--- src/rtl/rsa_pkg.sv ---
// Shared types for the RSA job sequencer: FSM state encoding, message width
// and the key record used by the inversion cache.
package rsa_pkg;

  localparam int RSA_WIDTH = 128;
  localparam int MSG_W     = 2 * RSA_WIDTH;

  typedef enum logic [2:0] {
    ST_IDLE      = 3'd0,
    ST_LOAD      = 3'd1,
    ST_INV_PULSE = 3'd2,
    ST_INV_WAIT  = 3'd3,
    ST_EXP_PULSE = 3'd4,
    ST_EXP_WAIT  = 3'd5,
    ST_DONE      = 3'd6
  } seq_state_t;

  typedef struct packed {
    logic [RSA_WIDTH-1:0] p;
    logic [RSA_WIDTH-1:0] q;
    logic                 dir;
  } rsa_key_t;

endpackage

--- src/rtl/rsa_phase_timer.sv ---
// Guard + timeout counters shared by both wait phases of the sequencer.
// The guard masks stale finish levels right after a start pulse.
module rsa_phase_timer #(
  parameter int GUARD_CYCLES   = 2,
  parameter int TIMEOUT_CYCLES = 65535
) (
  input  logic clk,
  input  logic reset_n,
  input  logic load,
  input  logic active,
  input  logic finish,
  output logic finish_seen,
  output logic timed_out
);

  localparam int TW = $clog2(TIMEOUT_CYCLES + 1);
  localparam int GW = (GUARD_CYCLES > 0) ? $clog2(GUARD_CYCLES + 1) : 1;

  logic [GW-1:0] guard_reg;
  logic [TW-1:0] timeout_reg;

  always_ff @(posedge clk or negedge reset_n) begin
    if (!reset_n) begin
      guard_reg   <= '0;
      timeout_reg <= '0;
    end else if (load) begin
      guard_reg   <= GW'(GUARD_CYCLES);
      timeout_reg <= '0;
    end else if (active) begin
      if (guard_reg != '0)
        guard_reg <= guard_reg - GW'(1);
      // Saturate so a stalled phase can never wrap back below the threshold.
      if (timeout_reg != TW'(TIMEOUT_CYCLES))
        timeout_reg <= timeout_reg + TW'(1);
    end
  end

  assign finish_seen = active && (guard_reg == '0) && finish;
  assign timed_out   = active && !finish_seen && (timeout_reg >= TW'(TIMEOUT_CYCLES - 1));

endmodule

--- src/rtl/rsa_job_sequencer.sv ---
// Job sequencer for the RSA control core: pulses the inverter and mod_exp
// starts, waits for their finishes and returns the result; caches the last key.
module rsa_job_sequencer
  import rsa_pkg::*;
#(
  parameter int WIDTH          = RSA_WIDTH,
  parameter int GUARD_CYCLES   = 2,
  parameter int TIMEOUT_CYCLES = 65535
) (
  input  logic               clk,
  input  logic               reset_n,
  input  logic               job_valid,
  output logic               job_ready,
  input  logic [WIDTH-1:0]   job_p,
  input  logic [WIDTH-1:0]   job_q,
  input  logic               job_encrypt_decrypt,
  input  logic [2*WIDTH-1:0] job_msg,
  output logic [WIDTH-1:0]   ctl_p,
  output logic [WIDTH-1:0]   ctl_q,
  output logic               ctl_encrypt_decrypt,
  output logic [2*WIDTH-1:0] ctl_msg_in,
  output logic               ctl_reset_inverter,
  output logic               ctl_reset_mod_exp,
  input  logic               ctl_inverter_finish,
  input  logic               ctl_mod_exp_finish,
  input  logic [2*WIDTH-1:0] ctl_msg_out,
  output logic               res_valid,
  input  logic               res_ready,
  output logic [2*WIDTH-1:0] res_msg,
  output logic               res_error
);

  // Module-local key record so the cache compare stays exact for any WIDTH.
  typedef struct packed {
    logic [WIDTH-1:0] p;
    logic [WIDTH-1:0] q;
    logic             dir;
  } key_t;

  seq_state_t state_reg;
  key_t       key_cache_reg;
  logic       key_valid_reg;
  key_t       cur_key;

  logic timer_load;
  logic timer_active;
  logic timer_finish;
  logic finish_seen;
  logic timed_out;

  assign cur_key      = '{p: ctl_p, q: ctl_q, dir: ctl_encrypt_decrypt};
  assign timer_load   = (state_reg == ST_INV_PULSE) || (state_reg == ST_EXP_PULSE);
  assign timer_active = (state_reg == ST_INV_WAIT)  || (state_reg == ST_EXP_WAIT);
  assign timer_finish = (state_reg == ST_INV_WAIT) ? ctl_inverter_finish : ctl_mod_exp_finish;

  rsa_phase_timer #(
    .GUARD_CYCLES   (GUARD_CYCLES),
    .TIMEOUT_CYCLES (TIMEOUT_CYCLES)
  ) u_phase_timer (
    .clk         (clk),
    .reset_n     (reset_n),
    .load        (timer_load),
    .active      (timer_active),
    .finish      (timer_finish),
    .finish_seen (finish_seen),
    .timed_out   (timed_out)
  );

  always_ff @(posedge clk or negedge reset_n) begin
    if (!reset_n) begin
      state_reg           <= ST_IDLE;
      job_ready           <= 1'b0;
      ctl_p               <= '0;
      ctl_q               <= '0;
      ctl_encrypt_decrypt <= 1'b0;
      ctl_msg_in          <= '0;
      ctl_reset_inverter  <= 1'b0;
      ctl_reset_mod_exp   <= 1'b0;
      res_valid           <= 1'b0;
      res_msg             <= '0;
      res_error           <= 1'b0;
      key_cache_reg       <= '0;
      key_valid_reg       <= 1'b0;
    end else begin
      ctl_reset_inverter <= 1'b0;
      ctl_reset_mod_exp  <= 1'b0;
      case (state_reg)
        ST_IDLE: begin
          job_ready <= 1'b1;
          if (job_valid && job_ready) begin
            job_ready           <= 1'b0;
            ctl_p               <= job_p;
            ctl_q               <= job_q;
            ctl_encrypt_decrypt <= job_encrypt_decrypt;
            ctl_msg_in          <= job_msg;
            state_reg           <= ST_LOAD;
          end
        end
        ST_LOAD: begin
          if (key_valid_reg && (cur_key == key_cache_reg)) begin
            ctl_reset_mod_exp <= 1'b1;
            state_reg         <= ST_EXP_PULSE;
          end else begin
            key_valid_reg      <= 1'b0;
            ctl_reset_inverter <= 1'b1;
            state_reg          <= ST_INV_PULSE;
          end
        end
        ST_INV_PULSE: state_reg <= ST_INV_WAIT;
        ST_INV_WAIT: begin
          if (finish_seen) begin
            key_cache_reg     <= cur_key;
            key_valid_reg     <= 1'b1;
            ctl_reset_mod_exp <= 1'b1;
            state_reg         <= ST_EXP_PULSE;
          end else if (timed_out) begin
            res_msg       <= '0;
            res_error     <= 1'b1;
            res_valid     <= 1'b1;
            key_valid_reg <= 1'b0;
            state_reg     <= ST_DONE;
          end
        end
        ST_EXP_PULSE: state_reg <= ST_EXP_WAIT;
        ST_EXP_WAIT: begin
          if (finish_seen) begin
            res_msg   <= ctl_msg_out;
            res_error <= 1'b0;
            res_valid <= 1'b1;
            state_reg <= ST_DONE;
          end else if (timed_out) begin
            // A mod_exp timeout may mean a bad inversion result, so drop the key too.
            res_msg       <= '0;
            res_error     <= 1'b1;
            res_valid     <= 1'b1;
            key_valid_reg <= 1'b0;
            state_reg     <= ST_DONE;
          end
        end
        ST_DONE: begin
          if (res_ready) begin
            res_valid <= 1'b0;
            job_ready <= 1'b1;
            state_reg <= ST_IDLE;
          end
        end
        default: state_reg <= ST_IDLE;
      endcase
    end
  end

endmodule

--- config.mk ---
export PLATFORM = sky130hd
export DESIGN_NAME = rsa_job_sequencer
export DESIGN_NICKNAME = d
export VERILOG_FILES = /design/src/rtl/rsa_pkg.sv /design/src/rtl/rsa_phase_timer.sv /design/src/rtl/rsa_job_sequencer.sv
export SDC_FILE = /design/constraint.sdc
export NUM_CORES = 2
export LEC_CHECK = 0
export ABC_CLOCK_PERIOD_IN_PS = 3000
export BUFFER_PORTS_ARGS = -buffer_cell sky130_fd_sc_hd__buf_4
export CAP_MARGIN = 20
export CORE_AREA = 5 5 602 604
export CTS_CLUSTER_SIZE = 24
export DETAILED_ROUTE_END_ITERATION = 8
export DIE_AREA = 0 0 607 609
export PLACE_DENSITY_LB_ADDON = 0.08
export SLEW_MARGIN = 20
export SYNTH_ARGS = -nofsm -noshare
export SYNTH_HDL_FRONTEND = slang
export SYNTH_SLANG_ARGS = --single-unit
--- constraint.sdc ---
create_clock -name clk -period 3 [get_ports clk]
set_input_delay 0.3 -clock clk [delete_from_list [all_inputs] [get_ports clk]]
set_output_delay 0.3 -clock clk [all_outputs]
set_load 0.1 [all_outputs]
==> impl_metrics.json <==
{
  "synthCells": 3426,
  "synth-async-reset-ratio": 1.00,
  "nFillCells": 39100,
  "cp_slowest_cell": "a2111oi_4",
  "yosysUniqueCellTypes": 52,
  "cts_max_path_buffers": 4,
  "vias": 37000,
  "seqCellArea_um2": 26400,
  "grt_pass1_vias": 40600,
  "drc": 0,
  "setup_viol": 0,
  "tightest_slew_ns": 0.807,
  "cts_tree": "yes",
  "whs_ns": 0.190,
  "multi_input_area_um2": 15600,
  "clock_sinks": 1053,
  "fin_crit_ns": 2.91,
  "finalMaxSlewViolations": 0,
  "finalClockSkew_ns": 0.0718,
  "grt_pass1_wl_um": 382000,
  "worstPathArrival_ns": 3.64,
  "placementRows": 220,
  "syn_avg_cell_area_um2": 12.5,
  "largest_reg_flops": 257,
  "dieWidth_um": 607,
  "viasPerCell": 3.41,
  "ioPinCount": 1549,
  "h-tree-depth": 4,
  "yosysSeqAreaShare": 0.614,
  "yosysWarnings": 0,
  "final_nets": 6685,
  "synth_edf_count": 0,
  "clkTransAtPathRegs_ns": 0.05,
  "start_util": 0.120,
  "cap_viol_max_count": 0,
  "wire_per_inst_um": 26.6,
  "crit_chain": "inv_2 > o22ai_4 > a2111oi_4 > nand4_1 > nor4_4 > buf_4 > nand3_1 > o31ai_1",
  "cpPeakStageDelay_ns": 0.64,
  "crit_family": "simple AND/OR/NAND/NOR gates",
  "yosys_most_used_dff": "dfrtp_1",
  "period_share": 0.969,
  "critical_path_required_ns": 3.73,
  "maxSlewHeadroom": 0.461,
  "antenna_found_initial": 131,
  "numPortBuffers": 1548,
  "crit_type": "flip-flop to flip-flop",
  "drtPass1Iterations": 5,
  "hold_path_class": "input port to flip-flop",
  "routed_wl_um": 289000,
  "rsz0062_at_grt": "true",
  "place_congestion": 0.807,
  "ant_nets": 0,
  "crit_path_start_kind": "flip-flop",
  "cts-root-buf": "clkbuf_16",
  "dieArea_um2": 370000,
  "hold_viol": 0,
  "grt_overflow": 0,
  "path_max_fanout": 3,
  "synth_nets": 4204,
  "hpwlAfterDp_um": 235000,
  "drive_above_1_share": 0.447,
  "cp-end-kind": "flip-flop",
  "groute.usage.overall": 0.151,
  "die_height_um": 609,
  "grt_max_degree": 102,
  "post-route-util": 0.209,
  "fmax_ghz": 0.344,
  "crit_buf_inv": 2,
  "synthToLayoutAreaGrowth_pct": 74.0,
  "fp.coreArea_um2": 357000,
  "clock_latency_ns": 0.84,
  "synth_seq_cells": 1053,
  "cts_made_buffers": 160,
  "outcome": "completed",
  "synth_area_um2": 42900,
  "first_iter_violations": 1507
}
==> cell usage after synthesis (2+ instances only) <==
| library cell | number | area [um2] |
|---|---|---|
| a211oi_1 | 3 | 22.5 |
| nor4_2 | 3 | 37.5 |
| inv_1 | 75 | 282 |
| o221ai_1 | 5 | 43.8 |
| nand3_1 | 9 | 45.0 |
| clkbuf_1 | 99 | 372 |
| a21oi_1 | 263 | 1320 |
| buf_2 | 80 | 400 |
| xnor2_1 | 137 | 1200 |
| mux2_2 | 706 | 7950 |
| and2b_2 | 6 | 52.6 |
| and4_1 | 2 | 17.5 |
| nand2b_1 | 44 | 275 |
| a2111oi_0 | 3 | 26.3 |
| nor4_1 | 26 | 163 |
| a221oi_1 | 2 | 17.5 |
| nand4_1 | 43 | 269 |
| a22o_1 | 3 | 26.3 |
| buf_6 | 2 | 22.5 |
| o2bb2ai_1 | 4 | 35.0 |
| nor2b_4 | 2 | 27.5 |
| o21ai_0 | 75 | 375 |
| nor2_1 | 23 | 86.3 |
| or2_2 | 2 | 12.5 |
| nand2_1 | 594 | 2230 |
| nor2b_1 | 53 | 332 |
| and3_1 | 2 | 12.5 |
| xor2_1 | 29 | 254 |
| ha_1 | 3 | 37.5 |
| o22ai_1 | 19 | 119 |
| or3_1 | 4 | 25.0 |
| o2111ai_1 | 15 | 131 |
| a2111o_1 | 19 | 214 |
| dfrtp_1 | 1053 | 26400 |
==> final timing paths <==
check | startpoint | end | slack (ns) | cells after the start
max | ctl_p[92]$_DFFE_PN0P_ | state_reg[2]$_DFFE_PN0P_ | 0.09 | 8
min | ctl_inverter_finish | state_reg[1]$_DFFE_PN0P_ | 0.19 | 6
min reg2reg | key_cache_reg[85]$_DFFE_PN0P_ | key_cache_reg[85]$_DFFE_PN0P_ | 0.48 | 2
max reg2reg | ctl_p[92]$_DFFE_PN0P_ | state_reg[2]$_DFFE_PN0P_ | 0.09 | 8
min in group asynchronous | reset_n | ctl_p[82]$_DFFE_PN0P_ | 0.59 | 3
max in group asynchronous | reset_n | res_msg[110]$_DFFE_PN0P_ | 1.32 | 5
==> area by class of cell <==
| cell class | instances | area share |
|---|---|---|
| sequential | 1053 | 0.353 |
| inverter | 75 | 0.00377 |
| clock inverter | 30 | 0.00487 |
| timing repair buffer | 2500 | 0.284 |
| antenna | 64 | 0.00214 |
| tap | 4773 | 0.0799 |
| multi-input combinational | 2117 | 0.209 |
| clock buffer | 247 | 0.0631 |
==> timing repair <==
item / in CTS / in global routing
setup buffers: 2 / 0
setup endpoints to repair: 5 / 5
hold buffers: 775 / 0
hold endpoints to repair: 1399 / 0
gates resized for setup: 10 / 7
pin swaps: 3 / 1
==> worst register-to-register path: stages, from the launching register on <==
cell and delay (ns):
dfrtp_2 0.43, inv_2 0.08, o22ai_4 0.08, a2111oi_4 0.64
nand4_1 0.54, nor4_4 0.54, buf_4 0.20, nand3_1 0.10
o31ai_1 0.20
==> cells by family (layout without fill, tap and decap cells) <==
| family | count (synthesis) | after routing | share of synthesized area |
|---|---|---|---|
| other | 0 | 64 | 0 |
| adder cells (fa/ha/maj) | 4 | 4 | 0.00114 |
| XOR/XNOR | 166 | 166 | 0.0339 |
| multiplexers | 706 | 706 | 0.185 |
| flip-flops | 1053 | 1053 | 0.614 |
| AND/OR/NAND/NOR | 820 | 820 | 0.0850 |
| AO/OA/AOI/OAI | 421 | 421 | 0.0561 |
| buffers and inverters | 256 | 2852 | 0.0251 |
==> cell usage in the layout (no fill, tap or decap), types with 44 or more instances in the layout <==
cell type	n
clkbuf_1	50
nor2b_1	52
inv_1	72
o21ai_0	74
clkbuf_16	161
diode_2	64
mux2_2	706
a21oi_1	263
buf_4	1683
xnor2_1	136
nand2_1	594
dlygate4sd3_1	774
nand2b_1	44
dfrtp_1	1051
==> metrics by stage <==
step | setup slack (ns) | cells | TNS (ns) | area [um2]
6_report | 0.0929 | 10900 | 0 | 74700
5_1_grt | -0.268 | 10800 | -1.15 | 74600
4_1_cts | -0.282 | 10800 | -1.26 | 74500
3_5_place_dp | -0.551 | 9741 | -2.59 | 61600
3_3_place_gp | -1.20 | 9741 | -5.84 | 61600
2_1_floorplan | 0.379 | 3426 | 0 | 42900
==> layer usage <==
| layer | global-route usage | up-vias | part of all wire | routed length, um |
|---|---|---|---|---|
| met5 | 0 | - | 0.00099 | 287 |
| met2 | 0.273 | 1082 | 0.51 | 148000 |
| met1 | 0.170 | 18600 | 0.39 | 111000 |
| met4 | 0.0481 | 50 | 0.037 | 10700 |
| met3 | 0.0405 | 370 | 0.066 | 19000 |
| li1 | - | 16900 | - | - |
Power is not shown: default switching activity piles up to over one toggle a cycle in this logic, so the estimate is an artifact.
